<file path="src/rtl/alu_share_arbiter_pkg.sv">
// alu_share_arbiter_pkg: shared ALU funct codes, FSM states and opcode check for the ALU share arbiter
// Contents:
//   F_*          funct codes understood by the shared ALU
//   ALU_OP_IDLE  opcode driven to the ALU out of reset (not a supported op)
//   state_t      arbiter FSM states
//   op_supported returns 1 when the ALU implements the given funct
package alu_share_arbiter_pkg;
    localparam logic [5:0] F_SLL       = 6'b000000;
    localparam logic [5:0] F_SRL       = 6'b000010;
    localparam logic [5:0] F_SRA       = 6'b000011;
    localparam logic [5:0] F_SLLV      = 6'b000100;
    localparam logic [5:0] F_SRLV      = 6'b000110;
    localparam logic [5:0] F_SRAV      = 6'b000111;
    localparam logic [5:0] F_ADDU      = 6'b100001;
    localparam logic [5:0] F_SUBU      = 6'b100011;
    localparam logic [5:0] F_AND       = 6'b100100;
    localparam logic [5:0] F_OR        = 6'b100101;
    localparam logic [5:0] F_XOR       = 6'b100110;
    localparam logic [5:0] F_NOR       = 6'b100111;
    localparam logic [5:0] F_SLT       = 6'b101010;
    localparam logic [5:0] ALU_OP_IDLE = 6'b111111;

    typedef enum logic [1:0] {
        IDLE = 2'd0,
        EXEC = 2'd1,
        RESP = 2'd2
    } state_t;

    function automatic logic op_supported(input logic [5:0] op);
        return op inside {F_SLL, F_SRL, F_SRA, F_SLLV, F_SRLV, F_SRAV,
                          F_ADDU, F_SUBU, F_AND, F_OR, F_XOR, F_NOR, F_SLT};
    endfunction
endpackage

</file>
<file path="src/rtl/alu_share_arbiter_rr_arb2.sv">
// rr_arb2: two-way round-robin grant, combinational
// Ports:
//   req[1:0]  in   request lines
//   last      in   port granted most recently (loses a tie)
//   en        in   grant enable; no grant when low
//   gnt[1:0]  out  one-hot (or zero) grant
module rr_arb2 (
    input  logic [1:0] req,
    input  logic       last,
    input  logic       en,
    output logic [1:0] gnt
);
    assign gnt[0] = en & req[0] & (~req[1] | last);
    assign gnt[1] = en & req[1] & (~req[0] | ~last);
endmodule

</file>
<file path="src/rtl/alu_share_arbiter.sv">
// alu_share_arbiter: shares one combinational ALU between two requesters with round-robin arbitration
// Ports:
//   clk, rst_n                  clock, synchronous active-low reset
//   r0_* / r1_*                 request channels: valid/ready, operands a/b, funct op
//   alu_a, alu_b, alu_op        registered operands/opcode to the external ALU
//   alu_result                  combinational result from the external ALU
//   s0_* / s1_*                 response channels: valid/ready, data, unsupported-op err
module alu_share_arbiter #(
    parameter int N = 31
) (
    input  logic         clk,
    input  logic         rst_n,
    input  logic         r0_valid,
    output logic         r0_ready,
    input  logic [N:0]   r0_a,
    input  logic [N:0]   r0_b,
    input  logic [5:0]   r0_op,
    input  logic         r1_valid,
    output logic         r1_ready,
    input  logic [N:0]   r1_a,
    input  logic [N:0]   r1_b,
    input  logic [5:0]   r1_op,
    output logic [N:0]   alu_a,
    output logic [N:0]   alu_b,
    output logic [5:0]   alu_op,
    input  logic [N:0]   alu_result,
    output logic         s0_valid,
    input  logic         s0_ready,
    output logic [N:0]   s0_data,
    output logic         s0_err,
    output logic         s1_valid,
    input  logic         s1_ready,
    output logic [N:0]   s1_data,
    output logic         s1_err
);
    import alu_share_arbiter_pkg::*;

    state_t     state;
    logic       last_grant;
    logic       owner;
    logic [1:0] gnt;

    // Grants only while idle and out of reset, so ready never rises during reset
    rr_arb2 u_arb (
        .req  ({r1_valid, r0_valid}),
        .last (last_grant),
        .en   (state == IDLE && rst_n),
        .gnt  (gnt)
    );

    assign r0_ready = gnt[0];
    assign r1_ready = gnt[1];

    always_ff @(posedge clk) begin
        if (!rst_n) begin
            state      <= IDLE;
            last_grant <= 1'b1;
            owner      <= 1'b0;
            alu_a      <= '0;
            alu_b      <= '0;
            alu_op     <= ALU_OP_IDLE;
            s0_valid   <= 1'b0;
            s0_data    <= '0;
            s0_err     <= 1'b0;
            s1_valid   <= 1'b0;
            s1_data    <= '0;
            s1_err     <= 1'b0;
        end else begin
            case (state)
                IDLE: if (|gnt) begin
                    alu_a      <= gnt[1] ? r1_a  : r0_a;
                    alu_b      <= gnt[1] ? r1_b  : r0_b;
                    alu_op     <= gnt[1] ? r1_op : r0_op;
                    owner      <= gnt[1];
                    last_grant <= gnt[1];
                    state      <= EXEC;
                end
                EXEC: begin
                    // The ALU itself returns all ones for an unsupported funct
                    if (owner) begin
                        s1_data  <= alu_result;
                        s1_err   <= ~op_supported(alu_op);
                        s1_valid <= 1'b1;
                    end else begin
                        s0_data  <= alu_result;
                        s0_err   <= ~op_supported(alu_op);
                        s0_valid <= 1'b1;
                    end
                    state <= RESP;
                end
                RESP: if (owner ? s1_ready : s0_ready) begin
                    s0_valid <= 1'b0;
                    s1_valid <= 1'b0;
                    state    <= IDLE;
                end
                default: state <= IDLE;
            endcase
        end
    end
endmodule

</file>
<file path="config.mk">
export PLATFORM = sky130hd
export DESIGN_NAME = alu_share_arbiter
export DESIGN_NICKNAME = d
export VERILOG_FILES = /design/src/rtl/alu_share_arbiter_pkg.sv /design/src/rtl/alu_share_arbiter_rr_arb2.sv /design/src/rtl/alu_share_arbiter.sv
export SDC_FILE = /design/constraint.sdc
export NUM_CORES = 1
export LEC_CHECK = 0
export CAP_MARGIN = 40
export CELL_PAD_IN_SITES_DETAIL_PLACEMENT = 1
export CELL_PAD_IN_SITES_GLOBAL_PLACEMENT = 1
export CORE_ASPECT_RATIO = 0.7
export CORE_MARGIN = 3
export CORE_UTILIZATION = 26
export DETAILED_ROUTE_END_ITERATION = 8
export PLACE_DENSITY_LB_ADDON = 0.12
export RECOVER_POWER = 25
export SLEW_MARGIN = 10
export SYNTH_ARGS = -nofsm -noshare
export SYNTH_HDL_FRONTEND = slang
export SYNTH_SLANG_ARGS = --single-unit
export TNS_END_PERCENT = 5
</file>
<file path="constraint.sdc">
create_clock -name clk -period 1.6 [get_ports clk]
set_input_delay 0.32 -clock clk [delete_from_list [all_inputs] [get_ports clk]]
set_output_delay 0.32 -clock clk [all_outputs]
set_load 0.05 [all_outputs]
</file>
==> results.yml, run 1 <==
cts:
  clock_tree.root_cell: "clkbuf_16"
  cts_tree: "yes"
  cts_buffer_depth: 2
  cts_buffers: 17
  hold_buffers: 0
  cts.sinks: 142
  cts_htree_levels: 4
  insertion_delay_ns: 0.42
  clkSlewWorstSetupHoldPaths_ns: 0.07
power_and_ir_drop:
  p_int_mw: 7.48
  seq_power_share_pct: 36.0
  powerDensity_nw_per_um2: 1110
  switching_share_pct: 32.1
  p_leak_nw: 4.06
  switchingPower_mw: 3.54
  combPwrFrac_pct: 25.6
  p_clk_share_pct: 38.3
  max-vdd-ir-drop_mv: 0.763
floorplanning:
  core-area_um2: 21000
  die_y_um: 129
  ios: 318
  die-area_um2: 23500
  die_w_um: 182
  rows: 44
  start_util_pct: 26.8
global_route:
  grt_pass1_wl_um: 34500
  grt_antenna_before_repair: 2
  grt_pass1_vias: 6067
  grt_overflow: 0
  grt_use_total_pct: 18.8
  grt_max_degree: 142
synthesis:
  synth_async_sr_flop_share_pct: 0
  synth_edf_count: 0
  syn-cell-area_um2: 5630
  yosysWarnings: 0
  synth_flop_cell: "dfxtp_1"
  syn_inst: 707
  synth.net_count: 885
  synth_cell_type_count: 29
  synth.avg_cell_area_um2: 7.96
  seq_area_frac_synth_pct: 50.5
  ys_ff_latch: 142
critical_path:
  cp_max_fo: 3
  endpoint_kind: "output port"
  rrSetupSlack_ns: -0.11
  worstReg2RegEnd: "alu_a[26]"
  worstPathCellList: "nor3b_4 > buf_6 > nand3_4 > inv_4 > buf_12"
  cp_top_family: "simple AND/OR/NAND/NOR gates"
  cp_data_arrival_time_ns: 1.46
  path_buf_inv: 3
  rr_startpoint: "state[1]"
  path_class: "flop to output port"
  crit_path_max_incr_delay_ns: 0.33
  cp-start-kind: "flop"
  cp.required_ns: 1.28
  rr_worst_depth: 8
  cp_slowest_cell: "dfxtp_2"
sta:
  finClkSkew_ns: 0.0139
  worst_pin_slew_ns: 0.591
  maxSlewHeadroom_pct: 60.6
  drv_slew: 0
  setup_tns_ns: -2.51
  grt_setup_unrepaired: "yes"
  worst_slack_ns: -0.180
  finalHoldViolCount: 0
  period_minus_slack_ns: 1.78
  fin_crit_sh_pct: 111
  setup_viol: 60
  whs_ns: 0.458
  max_freq_ghz: 0.562
status:
  status: "finished with violations"
  violations: "setup timing"
job:
  cap_viol_max_count: 0
finish:
  multi_input_area_um2: 2580
  stdcell_area_um2: 9890
  layout-drive-gt1-share_pct: 23.1
  nFillCells: 2443
  area_growth_pct: 75.6
  seq_area_um2: 2850
  design.final.nets: 1213
detailed_routing:
  drc: 0
  wire_per_inst_um: 17.6
  vias_per_cell: 4.56
  dr.pass1.iters: 4
  top_layer: "met4"
  m1WireLength_um: 10600
  ant_nets: 0
  vias: 6051
  route.met2.wl_um: 10700
  detail_route.iter0.violations: 265
  wl_um: 23400
  wl_met3_um: 1760
min_path:
  min_to: "alu_a[10]"
  min_path_type: "input pin to flop"
  hold_depth: 3
  worstHoldStart: "r0_a[10]"
placement:
  hpwl_um: 16300
  placed_area_um2: 9090
  port_buffers: 317
  place_congestion: 0.761
-- registers in the layout, indices dropped and copies added (netlist names) --
register	flops
alu_a	32
alu_b	32
s0_data	32
s1_data	32
alu_op	6
state	2
last_grant	1
owner	1
s0_err	1
s0_valid	1
s1_err	1
s1_valid	1
-- through the flow --
step	util, %	total power [mW]	instances	worst slack (ns)
6_report	47.1	11.0	1326	-0.180
5_1_grt	47.1	11.5	1326	-0.248
4_1_cts	46.9	11.1	1316	-0.243
3_5_place_dp	43.4	6.80	1276	-0.191
3_3_place_gp	43.4	6.79	1276	-0.123
2_1_floorplan	-	5.52	707	0.107
-- cells in the mapped netlist (all sizes together), types with 2 or more instances --
| cell | count | area [um2] |
|---|---|---|
| nand2 | 273 | 1020 |
| o21a | 4 | 37.5 |
| nor3b | 2 | 26.3 |
| a31oi | 64 | 400 |
| a21oi | 2 | 10.0 |
| clkbuf | 30 | 113 |
| a32oi | 6 | 52.6 |
| nor2b | 5 | 31.3 |
| nand2b | 2 | 12.5 |
| dfxtp | 142 | 2840 |
| nor2 | 7 | 26.3 |
| o31a | 2 | 17.5 |
| a21boi | 64 | 480 |
| o21ai | 65 | 325 |
| buf | 29 | 154 |
| nand3 | 3 | 27.5 |
| inv | 2 | 7.50 |
-- cell type report --
cell class / instances / share of cell area [%]
multi-input cells: 504 / 26.1
inverters: 2 / 0.177
repair buffers: 368 / 35.1
diodes: 2 / 0.0506
clock buffers: 19 / 4.48
well taps: 276 / 3.49
flip-flops and latches: 142 / 28.8
clock inverters: 13 / 1.81
-- worst max-delay path by stage --
| stage | slack [ns] | start | to | depth (start not counted) |
|---|---|---|---|---|
| floorplan | 0.11 | state[1] | r1_ready | 4 |
| global placement | -0.12 | r1_valid | r1_ready | 5 |
| detailed placement | -0.19 | r1_valid | alu_b[25] | 7 |
| CTS | -0.24 | state[0] | r0_ready | 5 |
| global route | -0.25 | state[1] | r0_ready | 5 |
| finish | -0.18 | state[1] | r0_ready | 5 |
-- per-layer routing --
layer	GRT usage [%]	vias to the layer above
met1	23.9	2804
met4	6.18	0
met2	30.2	180
met5	0	-
met3	6.37	21
li1	-	3046
-- cell families (layout without fill, tap and decap cells) --
| logic type | Yosys count | after routing | share of synthesized area (%) |
|---|---|---|---|
| DFF | 142 | 142 | 50.5 |
| other | 0 | 2 | 0 |
| and+or+nand+nor | 294 | 294 | 20.6 |
| buffers and inverters | 61 | 402 | 4.87 |
| muxes | 1 | 1 | 0.200 |
| AOI/OAI and AO/OA | 209 | 209 | 23.8 |
-- power groups by stage --
stage                     sequential (mW)  clock [mW]  combinational [mW]
after floorplan                      4.90           0               0.614
final                                3.97        4.22                2.82
after global placement               4.04           0                2.75
after detailed placement             4.04           0                2.76
after CTS                            3.97        4.37                2.81
after global routing                 4.01        4.50                3.00
-- worst register-to-register path: stages (launching register included) --
cell       delay (ns)
dfxtp_2          0.33
nor3b_4          0.29
buf_6            0.15
buf_4            0.10
o21a_4           0.23
buf_4            0.16
clkbuf_16        0.15
o21ai_0          0.08
a31oi_1          0.17
-- cells in the final DEF (no fill, tap or decap), drive strengths merged, types with 3 or more instances in the layout --
cell / n
dfxtp: 142
nand2: 273
nor2b: 5
nor2: 7
bufinv: 3
a21boi: 64
a31oi: 64
a32oi: 6
clkbuf: 73
clkinv: 5
inv: 7
clkdlybuf4s50: 176
nand3: 3
o21ai: 65
o21a: 4
buf: 138
-- what timing repair did --
item                                    4_1_cts  5_1_grt
resized for setup                             9       73
pin swaps                                    16        7
cloned                                        0        4
hold endpoints to repair                      0        0
endpoints found under the setup margin        2       72
setup buffers                                 8        5
Power figures use the tool's default switching activity.
==> run 2, diff against run 1 <==
- CORE_UTILIZATION: 26 -> 27
- CTS_BUF_LIST: not set -> sky130_fd_sc_hd__clkbuf_4
==> run 2 against run 1 <==
Compared with the run above: the flow still finishes with violations (setup timing); wire length down 0.38%; die area fell by 3.6%; critical path depth unchanged; via count increased by 1.1%; clock skew rose by 0.011 ns; first-iteration DRC count decreased by 7.5%; count of clock-buffer cells in the layout fell by 2; sequential power barely moved; final area decreased by 2.7%; hold slack worse by 0.13 ns; clock power is 45% lower; combinational power increased by 2%; critical path type unchanged.
==> results.yml, run 2 (same netlist as run 1, synthesis figures left out) <==
cts:
  cts_tree: "yes"
  clkSlewWorstSetupHoldPaths_ns: 0.13
  insertion_delay_ns: 0.54
  cts_buffer_depth: 2
  hold_buffers: 0
  cts_htree_levels: 4
  cts.sinks: 142
  clock_tree.root_cell: "clkbuf_4"
  cts_buffers: 17
status:
  violations: "setup timing"
  status: "finished with violations"
power_and_ir_drop:
  p_leak_nw: 3.93
  p_clk_share_pct: 25.5
  p_int_mw: 5.91
  max-vdd-ir-drop_mv: 0.426
  seq_power_share_pct: 43.2
  combPwrFrac_pct: 31.4
  switching_share_pct: 35.7
  powerDensity_nw_per_um2: 956
  finalPower_mw: 9.19
  switchingPower_mw: 3.28
critical_path:
  rr_startpoint: "state[0]"
  cp.required_ns: 1.28
  rr_worst_depth: 7
  cp_max_fo: 3
  worstReg2RegEnd: "alu_op[5]"
  rrSetupSlack_ns: -0.02
  endpoint_kind: "output port"
  path_class: "flop to output port"
  cp_data_arrival_time_ns: 1.61
  cp-start-kind: "flop"
global_route:
  grt_overflow: 0
  grt_max_degree: 54
  grt_antenna_before_repair: 2
  grt_pass1_wl_um: 34300
  grt_use_total_pct: 19.3
  grt_pass1_vias: 6149
sta:
  setup_viol: 6
  setup_tns_ns: -0.713
  worst_slack_ns: -0.333
  whs_ns: 0.323
  worst_pin_slew_ns: 0.371
  drv_slew: 0
  grt_setup_unrepaired: "yes"
  maxSlewHeadroom_pct: 75.3
  max_freq_ghz: 0.517
  period_minus_slack_ns: 1.93
  fin_crit_sh_pct: 121
  finClkSkew_ns: 0.0246
  finalHoldViolCount: 0
placement:
  hpwl_um: 16700
  place_congestion: 0.769
  port_buffers: 317
  place_inst: 1275
detailed_routing:
  detail_route.iter0.violations: 245
  drc: 0
  dr.pass1.iters: 4
  ant_nets: 0
  wire_per_inst_um: 17.6
  vias: 6118
  vias_per_cell: 4.63
  wl_um: 23300
floorplanning:
  ios: 318
  start_util_pct: 28.0
  die-area_um2: 22700
  core-area_um2: 20100
  rows: 43
  die_y_um: 127
  die_w_um: 179
job:
  cap_viol_max_count: 0
finish:
  area_growth_pct: 70.9
  design.final.nets: 1214
  nFillCells: 2405
  fin_cells: 1320
  final_common_cell: "nand2_1"
  post-route-util_pct: 47.8
  layout-drive-gt1-share_pct: 23.0
  final_cell_mix: "273 x nand2_1, 176 x clkdlybuf4s50_1, 138 x dfxtp_1"
min_path:
  min_to: "alu_a[10]"
  worstHoldStart: "r1_a[10]"
  min_path_type: "input pin to flop"
  hold_depth: 3
## run 2: worst max-delay path: stages, from the launching register on
cell,delay (ns)
dfxtp_4,0.37
nor3b_4,0.29
nand3_4,0.12
inv_4,0.08
buf_12,0.11
buf_12,0.13
## run 2: worst max-delay path by stage
stage                      endpoint  slack [ns]      from
after floorplan            r1_ready        0.11  state[1]
after global placement    alu_b[13]        -0.1  r1_valid
after detailed placement  alu_b[12]       -0.16  r0_valid
after CTS                  r0_ready       -0.43  state[0]
after global routing       r0_ready       -0.47  state[0]
final                      r1_ready       -0.33  state[0]
## run 2: cell type report
type | instances | area (um2) | area share [%]
timing repair buffer | 369 | 3580 | 37.2
sequential | 142 | 2850 | 29.6
multi-input combinational | 504 | 2560 | 26.7
tap | 270 | 338 | 3.51
clock inverter | 14 | 143 | 1.48
clock buffer | 17 | 128 | 1.33
inverter | 2 | 10.0 | 0.104
antenna | 2 | 5.00 | 0.0520
## run 2: power by group through the flow
stage               Clock (mW)  Combinational (mW)  Sequential [mW]
floorplan                    0               0.614             4.90
global placement             0                2.76             4.04
detailed placement           0                2.78             4.04
CTS                       2.45                2.80             3.97
global route              2.60                3.06             4.01
finish                    2.34                2.88             3.97
## run 2: metrics by stage
stage	worst slack (ns)	instance area, um2
3_5_place_dp	-0.164	9140
3_3_place_gp	-0.0956	9140
4_1_cts	-0.429	9450
6_report	-0.333	9620
2_1_floorplan	0.107	5630
5_1_grt	-0.472	9620
## run 2: repair_timing
item,in CTS,in global routing
cloned,0,5
endpoints found under the setup margin,2,71
pin swaps,2,2
setup buffers,5,2
endpoints found under the hold margin,0,0
gates resized for setup,6,59
## run 2: layer usage
layer  global-route usage, %  share of wire [%]  vias up
met2                    31.8                 46      206
met5                       0                  0        -
met4                    5.49                1.5        0
li1                        -                  -     3053
met3                    6.97                8.3       19
met1                    23.9                 44     2840
==> run 3, diff against run 2 <==
- CELL_PAD_IN_SITES_DETAIL_PLACEMENT: 1 -> 0
- CELL_PAD_IN_SITES_GLOBAL_PLACEMENT: 1 -> 2
- CORE_UTILIZATION: 27 -> 23
- REMOVE_ABC_BUFFERS: not set -> 1
- SYNTH_HIERARCHICAL: not set -> 1
==> run 3 against run 2 <==
Compared with the run above: the run still ends with setup timing left; setup slack worse by 0.027 ns; area after synthesis is 7.2% higher; first-iteration DRC count is 16% lower; sequential power hardly changed; highest routed layer is now met5; largest cell class unchanged; combinational power is 5% higher; synthesized cell count is 10% lower; wire length is 3.3% lower.
==> results.yml, run 3 <==
finish:
  seq_area_um2: 2850
  layout-drive-gt1-share_pct: 24.2
  final_common_cell: "nand2_1"
  fin_cells: 1298
  final_cell_mix: "205 x nand2_1, 176 x clkdlybuf4s50_1, 155 x buf_4"
  nFillCells: 2531
  area_growth_pct: 63.6
  stdcell_area_um2: 9880
  design.final.nets: 1137
  post-route-util_pct: 39.2
  multi_input_area_um2: 2950
detailed_routing:
  dr.pass1.iters: 4
  vias: 5712
  wl_met3_um: 1920
  ant_nets: 0
  route.met2.wl_um: 10200
  wl_um: 22500
  wire_per_inst_um: 17.3
  vias_per_cell: 4.40
  detail_route.iter0.violations: 206
  drc: 0
  top_layer: "met5"
  m1WireLength_um: 10200
critical_path:
  crit_path_max_incr_delay_ns: 0.36
  cp_slowest_cell: "dfxtp_2"
  cp_data_arrival_time_ns: 1.64
  cp_common_cell: "buf_12"
  cp-start-kind: "flop"
  endpoint_kind: "output port"
  cp_max_fo: 2
  worstPathCellList: "nor2_4 > and2_4 > nand2_4 > a21oi_4 > buf_12 > buf_12"
  cp.required_ns: 1.28
  path_class: "flop to output port"
synthesis:
  synth_edf_count: 0
  synth.avg_cell_area_um2: 9.49
  synth_async_sr_flop_share_pct: 0
  yosysMostFrequentCell: "nand2_1"
  syn-cell-area_um2: 6040
  seq_area_frac_synth_pct: 47.1
  synth_flop_cell: "dfxtp_1"
  synth_cell_type_count: 29
  yosys.area.top_type: "dfxtp_1"
  synthTopCellsByArea: "dfxtp_1 47%, nand2_1 13%, mux2i_1 12%"
  syn_inst: 636
  ys_top_cells_by_count: "206 x nand2_1, 142 x dfxtp_1, 70 x mux2i_1"
  yosysWarnings: 6
  synth_top_area_share_pct: 47.1
  ys_ff_latch: 142
floorplanning:
  die-area_um2: 28300
  ios: 318
  start_util_pct: 23.9
  rows: 48
  die_y_um: 142
  core-area_um2: 25200
  die_w_um: 200
placement:
  hpwl_um: 16300
  port_buffers: 317
  place_inst: 1253
  placed_area_um2: 9330
  place_congestion: 0.769
power_and_ir_drop:
  p_leak_nw: 4.49
  powerDensity_nw_per_um2: 978
  max-vdd-ir-drop_mv: 0.579
sta:
  period_minus_slack_ns: 1.96
  max_freq_ghz: 0.510
  finClkSkew_ns: 0.0168
  fin_crit_sh_pct: 123
  worst_pin_slew_ns: 0.745
  drv_slew: 0
  maxSlewHeadroom_pct: 50.4
  setup_tns_ns: -20.20
  grt_setup_unrepaired: "yes"
  setup_viol: 73
  finalHoldViolCount: 0
  worst_slack_ns: -0.360
cts:
  clock_tree.root_cell: "clkbuf_4"
  clkSlewWorstSetupHoldPaths_ns: 0.13
  cts_tree: "yes"
  hold_buffers: 0
  cts_buffer_depth: 2
  cts_htree_levels: 4
  insertion_delay_ns: 0.55
  cts.sinks: 142
  cts_buffers: 17
status:
  violations: "setup timing"
  status: "finished with violations"
global_route:
  grt_max_degree: 85
  grt_overflow: 0
  grt_use_total_pct: 15.4
  grt_pass1_wl_um: 33400
  grt_pass1_vias: 5869
  grt_antenna_before_repair: 2
job:
  cap_viol_max_count: 0
min_path:
  min_path_type: "input pin to flop"
[run 3: cell count changes in the layout (fill, tap and decap cells not counted), sizes merged, moves of 5 or more]
cell and change:
mux2i +70, nand2 -67, o21ai -64, nor2 -5, o211a +64, a32oi -6
o211ai +6, a31oi -64, buf -10
[run 3: routing by layer]
layer | up-vias | track usage [%]
met5 | - | 0
met4 | 2 | 3.41
met3 | 10 | 6.53
met2 | 188 | 24.4
met1 | 2685 | 19.5
li1 | 2827 | -
[run 3: final cells by class]
class | instances | share of cell area [%]
Antenna cell | 1 | 0.0253
Clock buffer | 20 | 1.52
Timing Repair Buffer | 357 | 33.9
Tap cell | 325 | 4.12
Sequential cell | 142 | 28.9
Inverter | 1 | 0.0380
Multi-Input combinational cell | 440 | 29.9
Clock inverter | 12 | 1.71
[run 3: what timing repair did]
item / CTS / global route
gates resized for setup: 16 / 20
cloned: 4 / 1
pin swaps: 3 / 0
setup endpoints to repair: 73 / 77
buffers inserted: 5 / 3
[run 3: kinds of logic (layout without fill, tap and decap cells)]
| logic type | Yosys count | after routing | synth area share [%] |
|---|---|---|---|
| buffers and inverters | 55 | 390 | 5.82 |
| DFF | 142 | 142 | 47.1 |
| muxes | 71 | 71 | 11.8 |
| and+or+nand+nor | 220 | 220 | 14.4 |
| other | 0 | 1 | 0 |
| AOI/OAI and AO/OA | 148 | 149 | 20.9 |
[run 3: per-stage QoR]
stage	worst slack, ns	total power [mW]	hold slack, ns
finish	-0.360	9.67	0.337
global route	-0.488	10.2	0.268
CTS	-0.446	9.83	0.247
detailed placement	-0.464	7.03	0.449
global placement	-0.449	7.01	0.443
floorplan	-6.94	5.71	0.392
[run 3: power by group]
group	total (mW)	switching [mW]	internal [mW]	leakage, nW
Combinational	3.03	1.75	1.27	3.16
Clock	2.64	1.36	1.28	0.164
Sequential	4.00	0.181	3.82	1.16
[run 3: critical path, delay by kind of cell, from the launching register on]
family / cells / cell delay [ns]
buffers and inverters: 2 / 0.27
flip-flops: 1 / 0.36
AO/OA/AOI/OAI: 1 / 0.15
AND/OR/NAND/NOR: 3 / 0.33
[run 3: final timing paths]
check                           depth (start not counted)           to            from  slack [ns]
worst max-delay path                                    6     r1_ready        state[0]       -0.36
worst min-delay path                                    3  s1_data[21]  alu_result[21]        0.34
worst max register to register                         11     alu_a[2]        state[0]       -0.34
worst min register to register                          2   s0_data[0]      s0_data[0]        0.46
